<file path="src/rtl/uartin_pkg.sv">
// rtl/uartin_pkg.sv - shared UART constants, active-low levels and receiver state type
package uartin_pkg;

    localparam logic nT = 1'b0;
    localparam logic nF = 1'b1;

    localparam int   UART_NBITS      = 8;
    localparam logic UART_STOP_LEVEL = 1'b1;

    typedef enum logic [1:0] {
        IDLE,
        START,
        DATA,
        STOP
    } uart_rx_state_t;

endpackage

</file>
<file path="src/rtl/uartin_if.sv">
// rtl/uartin_if.sv - active-low valid_n/ready_n byte handshake between receiver and consumer
interface uartin_if;
    import uartin_pkg::*;

    logic [UART_NBITS-1:0] data;
    logic                  valid_n;
    logic                  ready_n;

    modport master (output data, output valid_n, input ready_n);
    modport slave  (input data, input valid_n, output ready_n);

endinterface

</file>
<file path="src/rtl/uartin_sync_ff.sv">
// rtl/uartin_sync_ff.sv - multi-flop synchroniser for asynchronous pins, resets to 1
module sync_ff #(
    parameter int N = 2
) (
    input  logic clk,
    input  logic rst,
    input  logic d,
    output logic q
);

    logic [N-1:0] chain_q;
    logic [N-1:0] chain_d;

    // Shift the raw pin value one stage further down the chain each clock
    always_comb begin
        chain_d = {chain_q[N-2:0], d};
    end

    // Chain register; resets to the idle-high line level
    always_ff @(posedge clk or posedge rst) begin
        if (rst) begin
            chain_q <= '1;
        end else begin
            chain_q <= chain_d;
        end
    end

    assign q = chain_q[N-1];

endmodule

</file>
<file path="src/rtl/uartin.sv">
// rtl/uartin.sv - 8N1 UART receiver with oversampled bit timing and held output byte
module uartin
    import uartin_pkg::*;
#(
    parameter int CDIV  = 2,
    parameter int NSYNC = 2
) (
    input  logic      clk,
    input  logic      rst,
    input  logic      rx,
    uartin_if.master  out_if,
    output logic      frame_err,
    output logic      overrun,
    output logic      busy
);

    localparam int HALF = CDIV / 2;
    localparam int DW   = $clog2(CDIV);
    localparam int IW   = $clog2(UART_NBITS);

    localparam logic [DW-1:0] DIV_HALF = DW'(HALF - 1);
    localparam logic [DW-1:0] DIV_LAST = DW'(CDIV - 1);
    localparam logic [IW-1:0] IDX_LAST = IW'(UART_NBITS - 1);

    logic rx_s;

    uart_rx_state_t        state_q, state_d;
    logic [DW-1:0]         div_q, div_d;
    logic [IW-1:0]         idx_q, idx_d;
    logic [UART_NBITS-1:0] shift_q, shift_d;
    logic                  armed_q, armed_d;
    logic [UART_NBITS-1:0] data_q, data_d;
    logic                  valid_n_q, valid_n_d;
    logic                  frame_err_q, frame_err_d;
    logic                  overrun_q, overrun_d;
    logic                  byte_done;
    logic                  stop_bad;
    logic                  xfer;

    sync_ff #(.N(NSYNC)) u_rx_sync (
        .clk (clk),
        .rst (rst),
        .d   (rx),
        .q   (rx_s)
    );

    // Frame sequencing: start-bit qualification, mid-bit data sampling, stop check.
    // armed_q blocks a new START after a bad stop bit until the line returns high,
    // so a held break is not mistaken for another frame.
    always_comb begin
        state_d   = state_q;
        div_d     = div_q;
        idx_d     = idx_q;
        shift_d   = shift_q;
        armed_d   = armed_q;
        byte_done = 1'b0;
        stop_bad  = 1'b0;
        case (state_q)
            IDLE: begin
                if (!armed_q) begin
                    if (rx_s == UART_STOP_LEVEL) armed_d = 1'b1;
                end else if (rx_s == 1'b0) begin
                    state_d = START;
                    div_d   = '0;
                end
            end
            START: begin
                if (div_q == DIV_HALF) begin
                    div_d = '0;
                    if (rx_s == 1'b0) begin
                        state_d = DATA;
                        idx_d   = '0;
                    end else begin
                        state_d = IDLE;
                    end
                end else begin
                    div_d = div_q + 1'b1;
                end
            end
            DATA: begin
                if (div_q == DIV_LAST) begin
                    div_d          = '0;
                    shift_d[idx_q] = rx_s;
                    if (idx_q == IDX_LAST) state_d = STOP;
                    else                   idx_d   = idx_q + 1'b1;
                end else begin
                    div_d = div_q + 1'b1;
                end
            end
            STOP: begin
                if (div_q == DIV_LAST) begin
                    div_d   = '0;
                    state_d = IDLE;
                    if (rx_s == UART_STOP_LEVEL) begin
                        byte_done = 1'b1;
                    end else begin
                        stop_bad = 1'b1;
                        armed_d  = 1'b0;
                    end
                end else begin
                    div_d = div_q + 1'b1;
                end
            end
            default: state_d = IDLE;
        endcase
    end

    // Output holding register: load on completion when empty or being drained,
    // otherwise keep the old byte and flag the loss
    always_comb begin
        xfer        = (valid_n_q == nT) && (out_if.ready_n == nT);
        data_d      = data_q;
        valid_n_d   = valid_n_q;
        overrun_d   = 1'b0;
        frame_err_d = stop_bad;
        if (byte_done) begin
            if ((valid_n_q == nF) || xfer) begin
                data_d    = shift_q;
                valid_n_d = nT;
            end else begin
                overrun_d = 1'b1;
            end
        end else if (xfer) begin
            valid_n_d = nF;
        end
    end

    // State and datapath registers
    always_ff @(posedge clk or posedge rst) begin
        if (rst) begin
            state_q     <= IDLE;
            div_q       <= '0;
            idx_q       <= '0;
            shift_q     <= '0;
            armed_q     <= 1'b1;
            data_q      <= '0;
            valid_n_q   <= nF;
            frame_err_q <= 1'b0;
            overrun_q   <= 1'b0;
        end else begin
            state_q     <= state_d;
            div_q       <= div_d;
            idx_q       <= idx_d;
            shift_q     <= shift_d;
            armed_q     <= armed_d;
            data_q      <= data_d;
            valid_n_q   <= valid_n_d;
            frame_err_q <= frame_err_d;
            overrun_q   <= overrun_d;
        end
    end

    assign out_if.data    = data_q;
    assign out_if.valid_n = valid_n_q;
    assign frame_err      = frame_err_q;
    assign overrun        = overrun_q;
    assign busy           = (state_q != IDLE);

endmodule

</file>
<file path="src/flat_wrapper.sv">
// flat-port wrapper written by rule: the top's interface ports become plain ports
module uartin_flat import uartin_pkg::*;
#(
    parameter int CDIV  = 2,
    parameter int NSYNC = 2
)
  (clk, rst, rx, frame_err, overrun, busy, out_if_data, out_if_valid_n, out_if_ready_n);
  uartin_if out_if_i ();
  input  logic clk;
  input  logic rst;
  input  logic rx;
  output logic frame_err;
  output logic overrun;
  output logic busy;
  output wire logic [$bits(out_if_i.data)-1:0] out_if_data;
  output wire logic [$bits(out_if_i.valid_n)-1:0] out_if_valid_n;
  input wire logic [$bits(out_if_i.ready_n)-1:0] out_if_ready_n;
  assign out_if_data = out_if_i.data;
  assign out_if_valid_n = out_if_i.valid_n;
  assign out_if_i.ready_n = out_if_ready_n;
  uartin #(.CDIV(CDIV), .NSYNC(NSYNC)) u_core (.clk(clk), .rst(rst), .rx(rx), .out_if(out_if_i), .frame_err(frame_err), .overrun(overrun), .busy(busy));
endmodule
</file>
<file path="config.mk">
export PLATFORM = sky130hd
export DESIGN_NAME = uartin_flat
export DESIGN_NICKNAME = d
export VERILOG_FILES = /design/src/rtl/uartin_pkg.sv /design/src/rtl/uartin_if.sv /design/src/rtl/uartin_sync_ff.sv /design/src/rtl/uartin.sv /design/src/flat_wrapper.sv
export SDC_FILE = /design/constraint.sdc
export NUM_CORES = 1
export LEC_CHECK = 0
export ABC_AREA = 1
export CORE_ASPECT_RATIO = 0.9
export CORE_MARGIN = 2
export CORE_UTILIZATION = 57
export DETAILED_ROUTE_END_ITERATION = 8
export HOLD_SLACK_MARGIN = 0.15
export PLACE_DENSITY = 0.83
export SLEW_MARGIN = 40
export SYNTH_ARGS = -nofsm -noshare
export SYNTH_HDL_FRONTEND = slang
export SYNTH_SLANG_ARGS = --single-unit
</file>
<file path="constraint.sdc">
create_clock -name clk -period 3.1 [get_ports clk]
set_input_delay 0.465 -clock clk [delete_from_list [all_inputs] [get_ports clk]]
set_output_delay 0.465 -clock clk [all_outputs]
set_load 0.05 [all_outputs]
</file>
* Yosys cells after proc, flatten, opt, wreduce, memory -nomap -nowiden
Index checks and enable logic that the tools add are counted.
Cells by class: reduce and logical (&&, ||, !) cells 16, order comparisons 2, multiplexer cells 35, equality and inequality tests 14, add/subtract/negate cells 2, bitwise logic cells 2
Operators by type and width (number):
- 1-bit two-way mux | 18
- 2-bit two-way mux | 7
- 3-bit two-way mux | 4
- 2-bit inequality test (second input constant) | 6
- 8-bit bitwise mux | 1
- 2-bit by 1-bit inequality test with 1-bit output (second input constant) | 4
- 2-bit one-hot mux with 4 select lines | 1
- 2-bit AND reduction | 4
- 2-bit nonzero test | 4
- 3-bit one-hot mux with 2 select lines | 1
- 6-bit AND reduction | 1
- 5-bit AND reduction | 1
- 2-bit equality test (second input constant) | 2
- 3-bit by 4-bit < comparator with 1-bit output (second input constant) | 1
- 3-bit by 1-bit adder with 3-bit output (second input constant) | 1
- 1-bit demux with 3-bit select | 1
- 3-bit equality test (second input constant) | 1
- 3-bit by 1-bit greater-or-equal comparator with 1-bit output (second input constant) | 1
- 1-bit one-hot mux with 3 select lines | 1
- 3-bit AND reduction | 1
- 2-bit by 1-bit equality test with 1-bit output (second input constant) | 1
- 1-bit logical AND | 2
- 2-bit zero test | 1
- 1-bit inverter | 2
- other kinds (4) | 4
Word-level totals: register bits 28, word-level logic and storage cells 81, bits of input ports 4

* Depth between registers and ports, before layout
depth after elaboration 5, mapped depth 8, gate-level depth less buffers 8

* By module
Synthesis repeated with hierarchy kept, for this count alone.
Unflattened totals: cell total of the unflattened synthesis 148, area, all modules 1242.4 µm²
By module, submodules not included:
- uartin | cells each 145, area an instance 1186.1 µm², instances 1
- sync_ff | cells each 3, area an instance 56.3 µm², instances 1

* Least setup slack after synthesis
OpenSTA, ideal clock, no wires.
path kind register to register, start point reg u_core.valid_n_q (netlist: u_core.out_if.valid_n), end point reg u_core.data_q[0] (netlist: u_core.out_if.data[0]), cell stages (with the launch flop) 6, slack 1.762 ns, library setup time 0.119 ns, period minus slack after synthesis 1.338 ns, data required time 2.981 ns, data arrival time 1.219 ns, cells stage by stage dfstp_2 > inv_1 > nand2_1 > nand2_4 > nand2_1 > nand2_1
Between the ends: longest elaborated chain between the ends 4
Ends and longest elaborated chain:
- start, declared | line uartin.sv:33 | logic valid_n_q, valid_n_d;
- start signal, assigned | line uartin.sv:137 | valid_n_q <= nF;
- start signal, assigned | line uartin.sv:147 | valid_n_q <= valid_n_d;
- 1-bit inverter | line uartin.sv:111 | xfer = (valid_n_q == nT) && (out_if.ready_n == nT);
- 1-bit logical AND | line uartin.sv:111
- 1-bit logical OR * | line uartin.sv:117 | if ((valid_n_q == nF) || xfer) begin
- 2-bit AND reduction (no line) *
- end signal, assigned | line uartin.sv:146 | data_q <= data_d;
- end, declared | line uartin.sv:32 | logic [UART_NBITS-1:0] data_q, data_d;
Mark *: on every way between the ends. The rest lies on a longest branch, timed or not. A chain may end at the register's enable or synchronous reset.

==> results.json <==
{
  "core_um2": 1990,
  "critPathMaxFanout": 7,
  "slew-limit-headroom": 0.631,
  "layout.nets": 169,
  "hold_path_class": "register to register",
  "yosys_warnings": 0,
  "worstSetupStartpointType": "register",
  "num_vias": 995,
  "place_area_um2": 1410,
  "synth_top_family_by_area": "simple AND/OR/NAND/NOR gates",
  "crit_type": "register to output pin",
  "avgSynthCellArea_um2": 8.58,
  "synth_area_um2": 1230,
  "first_iter_violations": 47,
  "r2r-end": "u_core.out_if.data[0]",
  "wl_met2_mm": 1.18,
  "synth_cell_types": 18,
  "cts-root-buf": "clkbuf_4",
  "diodes": 0,
  "fmax_ghz": 0.449,
  "overflow": 0,
  "syn_nets": 150,
  "synth-compound-area-share": 0.0588,
  "fin_crit_ps": 2230,
  "whs_path_depth": 0,
  "hold_end": "u_core.u_rx_sync.chain_q[1]",
  "synthAdderAreaFrac": 0.0203,
  "postLayoutCellArea_um2": 1470,
  "layout_common_cells": "44 x nand2_1, 24 x dfrtp_1, 20 x nand3_1, 17 x inv_1, 15 x clkdlybuf4s50_1",
  "path_clk_slew_ps": 140,
  "htree_levels": 1,
  "wl_met3_um": 112,
  "grt_max_degree": 29,
  "ioPinCount": 16,
  "start_util": 0.621,
  "cts_buffers": 3,
  "clkSinkCount": 28,
  "ant_nets": 0,
  "min_period_over_period": 0.718,
  "yosys.area_share.simple": 0.289,
  "final_common_cell": "nand2_1",
  "ys_seq_area_frac": 0.571,
  "finClkSkew_ps": 3.17,
  "synth-xor-area-share": 0,
  "post-route-drc-count": 0,
  "rsz0062_at_grt": "no",
  "die_area_um2": 2560,
  "worst_ep_required_time_ps": 2630,
  "cp-end-kind": "output pin",
  "wl_per_cell_um": 12.6,
  "setup_tns_ps": 0,
  "worstMarginPinSlew_ps": 553,
  "synth.ff_latch_count": 28,
  "syn2layout_area_growth_pct": 18.6,
  "die_height_um": 48.2,
  "worstPathArrival_ps": 1760,
  "post_cts_buffers": 0,
  "clock_latency_ps": 320,
  "hold_viol": 0,
  "synth_top_area_frac": 0.486,
  "cap_violations": 0,
  "viasPerCell": 5.32,
  "tritoncts": "done",
  "first_pass_iters": 6,
  "drt-met1-wl_mm": 1.02,
  "hp-start": "u_core.u_rx_sync.chain_q[0]",
  "cts.path.max_buffers": 2,
  "rrSetupSlack_ps": 1470,
  "die_x_um": 53.1,
  "port_buffers": 15,
  "grt_usage": 0.221,
  "p_leak_nw": 0.798,
  "synthMuxAreaShare": 0,
  "top_layer_used": "met4",
  "final_max_slew_viol_count": 0,
  "setup_viol": 0,
  "syn_inst": 144,
  "drive_gt1_frac": 0.0802,
  "powerDensity_nw_per_um2": 717,
  "synthTopCellsByArea": "dfrtp_1 49%, nand2_1 13%, dfstp_2 8.5%",
  "grt_first_pass_wirelength_mm": 3.90,
  "antenna_found_initial": 0,
  "r2r_cells": 5,
  "synth_top_area_cell": "dfrtp_1",
  "nFillCells": 154,
  "vdd_drop_max_uv": 668,
  "hpwl_mm": 1.81,
  "cts_hold_buf": 0,
  "cts_resized": 0,
  "timing.rr.start": "u_core.u_rx_sync.chain_q[1]",
  "globalplace.congestion": 0.815,
  "wl_mm": 2.36,
  "status": "completed",
  "rows": 15,
  "grt_pass1_vias": 886
}
## metrics by stage
| stage | std cells | utilization | hold WS [ps] | total power [W] | setup WS, ps |
|---|---|---|---|---|---|
| after floorplan | 144 | - | 345 | 0.000724 | 1760 |
| after global placement | 183 | 0.710 | 348 | 0.000800 | 1290 |
| after detailed placement | 183 | 0.710 | 360 | 0.000822 | 1260 |
| after CTS | 187 | 0.736 | 383 | 0.00105 | 881 |
| after global routing | 187 | 0.736 | 385 | 0.00112 | 800 |
| final | 187 | 0.736 | 378 | 0.00105 | 873 |
## critical path, cell delays in order, from the launching register on
cell and delay [ps]:
dfrtp_1 490, nor2_1 100, inv_1 60, clkdlybuf4s50_1 790
## area by class of cell
| type | instances | area (µm²) | area share |
|---|---|---|---|
| Timing Repair Buffer | 15 | 150 | 0.102 |
| Multi-Input combinational cell | 96 | 454 | 0.310 |
| Inverter | 19 | 71.3 | 0.0487 |
| Tap cell | 25 | 31.3 | 0.0213 |
| Clock inverter | 1 | 30.0 | 0.0205 |
| Clock buffer | 3 | 22.5 | 0.0154 |
| Sequential cell | 28 | 706 | 0.482 |
## cells by family after synthesis
group | Yosys count
buffers and inverters | 20
adders and majority gates | 2
DFF | 28
and+or+nand+nor | 80
AOI/OAI and AO/OA | 14
## metal layers
layer	up-vias	global-route usage
met5	-	0
met4	0	0.0923
met3	5	0.0276
met2	32	0.408
met1	462	0.270
li1	496	-
## power by group
| group | total, W | internal, W | switching (W) |
|---|---|---|---|
| clock network | 0.000235 | 0.000131 | 0.000105 |
| registers | 0.000488 | 0.000430 | 0.0000574 |
| logic | 0.000327 | 0.0000974 | 0.000230 |
## worst max-delay path by stage
stage	from	endpoint	slack [ps]	depth (start not counted)
5_1_grt	register	busy	800	3
6_report	register	busy	870	3
3_5_place_dp	register	busy	1260	3
2_1_floorplan	u_core.out_if.valid_n	u_core.out_if.data[0]	1760	5
3_3_place_gp	register	busy	1290	3
4_1_cts	register	busy	880	3
## flip-flops by register name (all words and copies together), names as in the netlist, named ones only
register and cells:
u_core.armed_q 1, u_core.div_q 1, u_core.frame_err 1, u_core.idx_q 3
u_core.out_if.data 8, u_core.out_if.valid_n 1, u_core.overrun 1, u_core.shift_q 8
u_core.state_q 1, u_core.u_rx_sync.chain_q 2
## cells in the mapped netlist
master and number:
nor3_4 1, nand3_1 20, nand2_4 1, nand2_1 44
dfrtp_1 24, nor2_1 9, ha_1 2, nor3_1 1
nand2_2 1, inv_2 1, nand4_1 2, inv_1 18
clkbuf_1 1, a21oi_1 2, dfstp_2 4, o21ai_0 11
nor4_1 1, o21bai_1 1
Power figures use the tool's default switching activity.
